===== src/rtl/mmio_bridge.sv =====
// Memory-mapped I/O bridge: splits CPU data-port accesses between external RAM and
// LED/switch/button registers. Optional button debounce is enabled by MMIO_BTN_DEBOUNCE_EN.
module mmio_bridge #(
  parameter int               WORD       = 9,
  parameter int               ADDR       = 11,
  parameter logic [ADDR-1:0]  IO_BASE    = 11'h7F8,
  parameter int               N_LED      = 8,
  parameter int               N_SW       = 8,
  parameter int               N_BTN      = 5,
  parameter logic [N_LED-1:0] LED_INIT   = 8'b10011001,
  parameter int               DEB_CYCLES = 16
) (
  input  logic             i_clk,
  input  logic             i_rst,
  input  logic             i_en,
  input  logic             i_we,
  input  logic             i_re,
  input  logic [ADDR-1:0]  i_addr,
  input  logic [WORD-1:0]  i_wdata,
  output logic [WORD-1:0]  o_rdata,
  output logic             o_ram_en,
  output logic             o_ram_we,
  output logic             o_ram_re,
  output logic [ADDR-1:0]  o_ram_addr,
  output logic [WORD-1:0]  o_ram_data,
  input  logic [WORD-1:0]  i_ram_data,
  output logic [N_LED-1:0] o_led,
  input  logic [N_SW-1:0]  i_sw,
  input  logic [N_BTN-1:0] i_btn
);

  localparam logic [ADDR-1:0] OFF_LED = ADDR'(0);
  localparam logic [ADDR-1:0] OFF_SW  = ADDR'(1);
  localparam logic [ADDR-1:0] OFF_LVL = ADDR'(2);
  localparam logic [ADDR-1:0] OFF_EVT = ADDR'(3);

  if (N_LED > WORD || N_SW > WORD || N_BTN > WORD || DEB_CYCLES < 1) begin : g_param_err
    $error("mmio_bridge: register widths must fit WORD and DEB_CYCLES must be >= 1");
  end

  logic             is_io;
  logic [ADDR-1:0]  off;
  logic             acc_wr;
  logic             acc_rd;
  logic [N_LED-1:0] led_q;
  logic [N_SW-1:0]  sw_s1, sw_s2;
  logic [N_BTN-1:0] btn_s1, btn_s2;
  logic [N_BTN-1:0] btn_lvl;
  logic [N_BTN-1:0] btn_prev;
  logic [N_BTN-1:0] btn_evt;
  logic [N_BTN-1:0] evt_clr;
  logic [WORD-1:0]  io_val;
  logic             sel_ram_p1;
  logic [WORD-1:0]  rdata_p1;

  // Stage p0: address decode and RAM pass-through
  assign is_io      = (i_addr >= IO_BASE);
  assign off        = i_addr - IO_BASE;
  assign acc_wr     = i_en & i_we;
  assign acc_rd     = i_en & i_re;
  assign o_ram_en   = i_en & ~is_io;
  assign o_ram_we   = i_en & i_we & ~is_io;
  assign o_ram_re   = i_en & i_re & ~is_io;
  assign o_ram_addr = i_addr;
  assign o_ram_data = i_wdata;
  assign o_led      = led_q;

  always_comb begin
    io_val = '0;
    if (is_io) begin
      if (off == OFF_LED)      io_val = WORD'(led_q);
      else if (off == OFF_SW)  io_val = WORD'(sw_s2);
      else if (off == OFF_LVL) io_val = WORD'(btn_lvl);
      else if (off == OFF_EVT) io_val = WORD'(btn_evt);
    end
  end

  always_ff @(posedge i_clk) begin
    if (i_rst) begin
      led_q <= LED_INIT;
    end else if (acc_wr && is_io && off == OFF_LED) begin
      led_q <= i_wdata[N_LED-1:0];
    end
  end

  always_ff @(posedge i_clk) begin
    if (i_rst) begin
      sw_s1  <= '0;
      sw_s2  <= '0;
      btn_s1 <= '0;
      btn_s2 <= '0;
    end else begin
      sw_s1  <= i_sw;
      sw_s2  <= sw_s1;
      btn_s1 <= i_btn;
      btn_s2 <= btn_s1;
    end
  end

`ifdef MMIO_BTN_DEBOUNCE_EN
  localparam int CNT_W = $clog2(DEB_CYCLES + 1);
  logic [CNT_W-1:0] deb_cnt [N_BTN];

  // Each counter runs only while its input disagrees with the level; any agreement restarts it.
  always_ff @(posedge i_clk) begin
    if (i_rst) begin
      btn_lvl <= '0;
      for (int k = 0; k < N_BTN; k++) deb_cnt[k] <= '0;
    end else begin
      for (int k = 0; k < N_BTN; k++) begin
        if (btn_s2[k] != btn_lvl[k]) begin
          if (deb_cnt[k] == CNT_W'(DEB_CYCLES - 1)) begin
            btn_lvl[k] <= btn_s2[k];
            deb_cnt[k] <= '0;
          end else begin
            deb_cnt[k] <= deb_cnt[k] + 1'b1;
          end
        end else begin
          deb_cnt[k] <= '0;
        end
      end
    end
  end
`else
  assign btn_lvl = btn_s2;
`endif

  // Set has priority over a same-cycle write-1-to-clear.
  assign evt_clr = (acc_wr && is_io && off == OFF_EVT) ? i_wdata[N_BTN-1:0] : '0;

  always_ff @(posedge i_clk) begin
    if (i_rst) begin
      btn_prev <= '0;
      btn_evt  <= '0;
    end else begin
      btn_prev <= btn_lvl;
      btn_evt  <= (btn_evt & ~evt_clr) | (btn_lvl & ~btn_prev);
    end
  end

  // Stage p1: registered read data and region select
  always_ff @(posedge i_clk) begin
    if (i_rst) begin
      sel_ram_p1 <= 1'b0;
      rdata_p1   <= '0;
    end else if (acc_rd) begin
      sel_ram_p1 <= ~is_io;
      rdata_p1   <= io_val;
    end
  end

  assign o_rdata = sel_ram_p1 ? i_ram_data : rdata_p1;

endmodule


===== config.mk =====
export PLATFORM = sky130hd
export DESIGN_NAME = mmio_bridge
export DESIGN_NICKNAME = d
export VERILOG_FILES = /design/src/rtl/mmio_bridge.sv
export SDC_FILE = /design/constraint.sdc
export NUM_CORES = 1
export LEC_CHECK = 0
export CORE_MARGIN = 5
export CORE_UTILIZATION = 40
export DETAILED_ROUTE_END_ITERATION = 8
export PLACE_DENSITY = 0.72
export RECOVER_POWER = 50
export SYNTH_ARGS = -nofsm -noshare
export SYNTH_HDL_FRONTEND = slang
export SYNTH_SLANG_ARGS = --single-unit
export TNS_END_PERCENT = 50

===== constraint.sdc =====
create_clock -name i_clk -period 2.9 [get_ports i_clk]
set_input_delay 0.58 -clock i_clk [delete_from_list [all_inputs] [get_ports i_clk]]
set_output_delay 0.58 -clock i_clk [all_outputs]
set_load 0.05 [all_outputs]

==> impl_metrics.ini <==
[cts]
cts_hold_repair.buffers = 0
cts_inserted_buffers = 5
clock_insertion_delay_worst_skew_ns = 0.30
cts_max_path_buffers = 2
cts.sinks = 53
cts_tree = built
clk_root_buffer_cell = sky130_fd_sc_hd__clkbuf_8
clock_tree.htree_level_count = 2
clk_pin_slew_worst_paths_ns = 0.09

[finish]
syn2layout_area_growth_pct = 32.9
drive_above_1_share_pct = 18.8
fin_area_um2 = 3300
antenna_cells = 0
fillCellCount = 568
finalNonFillerCells = 405
nNetsFinal = 377

[sta]
max_slew.worst_pin.slew_ns = 0.607
finalSetupViolations = 0
fmaxAchievable_mhz = 353
finalCriticalPeriod_ns = 2.83
slew_viol_final = 0
final_hold_viol_count = 0
fin_worst_skew_ns = 0.00538
grt_setup_unrepaired = false
worst_slew_margin_rel_pct = 59.5
period_share_pct = 97.7
finalSetupTns_ns = 0

[synth]
syn-cell-area_um2 = 2490
synth_sequential_area_ratio_pct = 42.7
ys_warnings = 0
yosysTopAreaCellShare_pct = 42.7
count_of_flip_flops_with_a_built_in_enable_after_synthesis = 0
asyncSetResetFlopFracSynth_pct = 0
synthesis.nets = 305
syn-instance-count = 257
ys_ff_latch = 53
ys_dominant_reg_cell = sky130_fd_sc_hd__dfxtp_1
synth_area_leader_cell = sky130_fd_sc_hd__dfxtp_1
post_synth_main_area_contributors = sky130_fd_sc_hd__dfxtp_1 43%, sky130_fd_sc_hd__nor2b_1 9.1%, sky130_fd_sc_hd__buf_4 6.0%, sky130_fd_sc_hd__mux2i_1 5.6%, sky130_fd_sc_hd__mux2_2 5.0%
number_of_distinct_library_cells_after_synthesis = 37
post_synth.cell_area_avg_um2 = 9.67

[die]
placement_rows = 28
design.core.area_um2 = 5990
die_y_um = 88.8
i_o_pin_cnt = 87
initial_cell_density_of_the_core_pct = 41.5
die_area_um2 = 7890
chipWidth_um = 88.8

[worst_setup_path]
critical_path_required_ns = 2.32
setup.worst_path.start_class = input pin
r2r-start = o_led[0]
timing_worst_setup_path_type = in2out
critical_path_peak_fanout = 4
critical_path.endpoint_type = output pin
critPathArrivalTime_ns = 2.25
reg2reg_slack_ns = 1.46
rr_worst_depth = 3
rr_endpoint = rdata_p1[0]

[placed_design]
number_of_cells_in_the_design_after_placement = 397
dpl-instance-area_um2 = 3230
gp_congestion = 0.869
place_hpwl_um = 4290
io_buffer_count = 84

[power]
peakVddDrop_v = 0.000285
finalPower_mw = 1.46
power.density_nw_per_um2 = 443
leakagePower_nw = 1.26

[worst_hold_path]
min_from = sw_s1[0]
worst_hold_path.endpoint = sw_s2[0]
min_path_type = reg2reg
hold-path-cell-count = 1

[job]
max-cap-violations = 0

[grt]
global_route.usage.total_pct = 13.5
globalRouteOverflowTotal = 0
first_global_vias = 1800
first_pass_grt_wire_length_um = 8310
grt_antenna_before_repair = 0
largest_net_degree_at_the_start_of_global_routing = 52

[status]
result_of_the_run = finished, final reports clean

[routing]
via_per_inst = 4.88
via_count = 1978
routed_wirelength_um = 5400
route.detailed.wl_per_inst_um = 13.3
firstDrtPassIters = 4
route.detailed.drc = 0
dr.first_iter.drc_count = 57
antenna_left = 0
[worst max-delay path: stages]
cell	delay, ns
sky130_fd_sc_hd__dlygate4sd2_1	0.26
sky130_fd_sc_hd__or4b_4	0.54
sky130_fd_sc_hd__o31a_1	0.27
sky130_fd_sc_hd__or2_4	0.26
sky130_fd_sc_hd__and3_1	0.19
sky130_fd_sc_hd__buf_6	0.15
[registers in the layout, summed over array words and instances, names as in the netlist]
signal / cells
sel_ram_p1: 1
btn_lvl: 5
o_led: 8
rdata_p1: 8
sw_s1: 8
btn_s1: 5
btn_evt: 5
btn_prev: 5
sw_s2: 8
[cell usage after synthesis, drive strengths merged (6+ instances only)]
| cell type | number |
|---|---|
| mux2i | 14 |
| o21ai | 6 |
| nor2b | 36 |
| mux2 | 11 |
| clkbuf | 8 |
| a21oi | 8 |
| nand2 | 14 |
| o31ai | 8 |
| buf | 23 |
| a311oi | 7 |
| or2b | 9 |
| dfxtp | 53 |
| nor2 | 16 |
[logic make-up after synthesis]
family	count (synthesis)	synth area share [%]
flops	53	42.7
compound gates	33	8.96
buf+inv	31	9.56
fa+ha+maj	1	0.503
mux	25	10.6
simple gates	113	27.3
xor+xnor	1	0.352
[where the power goes]
group / total, mW / internal [mW] / switching [mW] / leakage [nW]
logic: 0.288 / 0.129 / 0.159 / 0.778
registers: 0.760 / 0.751 / 0.00992 / 0.434
clock network: 0.416 / 0.174 / 0.242 / 0.0447
total: 1.46 / 1.05 / 0.411 / 1.26
[placed cells by master, fill, tap and decap left out, drive strengths merged, types with 2 or more instances in the layout]
cell           synthesis  layout
clkdlybuf4s50          0      55
dfxtp                 53      53
nor2b                 36      36
buf                   23      23
nor2                  16      16
clkbuf                 8      15
nand2                 14      14
mux2i                 14      14
mux2                  11      11
or2b                   9       9
a21oi                  8       8
o31ai                  8       8
a311oi                 7       7
o21ai                  6       6
nand4                  5       5
nand3                  5       5
or4                    5       5
nand2b                 5       5
dlygate4sd2            0       4
and3                   3       3
and2                   3       3
dlygate4sd3            0       3
and2b                  2       2
nor3                   2       2
and4                   2       2
or2                    2       2
[final cells by class]
class	instances	area [µm²]	share of cell area, %
clock inverter	3	25.0	0.758
multi-input combinational	173	1190	36.1
clock buffer	5	68.8	2.08
tap	75	93.8	2.84
sequential	53	1060	32.1
timing repair buffer	96	862	26.1
[metrics by stage]
step / utilization, % / setup WS, ns / hold slack [ns]
finish: 55.1 / 0.0665 / 0.443
detailed placement: 53.9 / -0.280 / 0.421
global route: 55.1 / 0.0199 / 0.458
CTS: 55.6 / 0.00984 / 0.445
floorplan: - / 0.0696 / 0.414
global placement: 53.9 / -0.265 / 0.417
[worst max-delay path by stage]
stage          startpoint  endpoint  cells after the start
2_1_floorplan   i_addr[1]  o_ram_re                      5
3_3_place_gp    i_addr[2]  o_ram_we                      6
3_5_place_dp    i_addr[2]  o_ram_we                      6
4_1_cts         i_addr[2]  o_ram_we                      6
5_1_grt         i_addr[2]  o_ram_we                      6
6_report        i_addr[2]  o_ram_we                      6
[timing repair]
action,4_1_cts,5_1_grt
resized for setup,7,3
buffers inserted,0,0
endpoints found under the setup margin,3,3
pin swaps,0,1
[layer usage]
metal / vias to the layer above / wire length, µm / GRT usage [%]
met5: - / 0 / 0
met4: 0 / 51 / 3.30
met2: 54 / 2640 / 24.0
met1: 894 / 2250 / 15.8
li1: 1024 / - / -
met3: 6 / 466 / 4.10
Power figures use the tool's default switching activity.
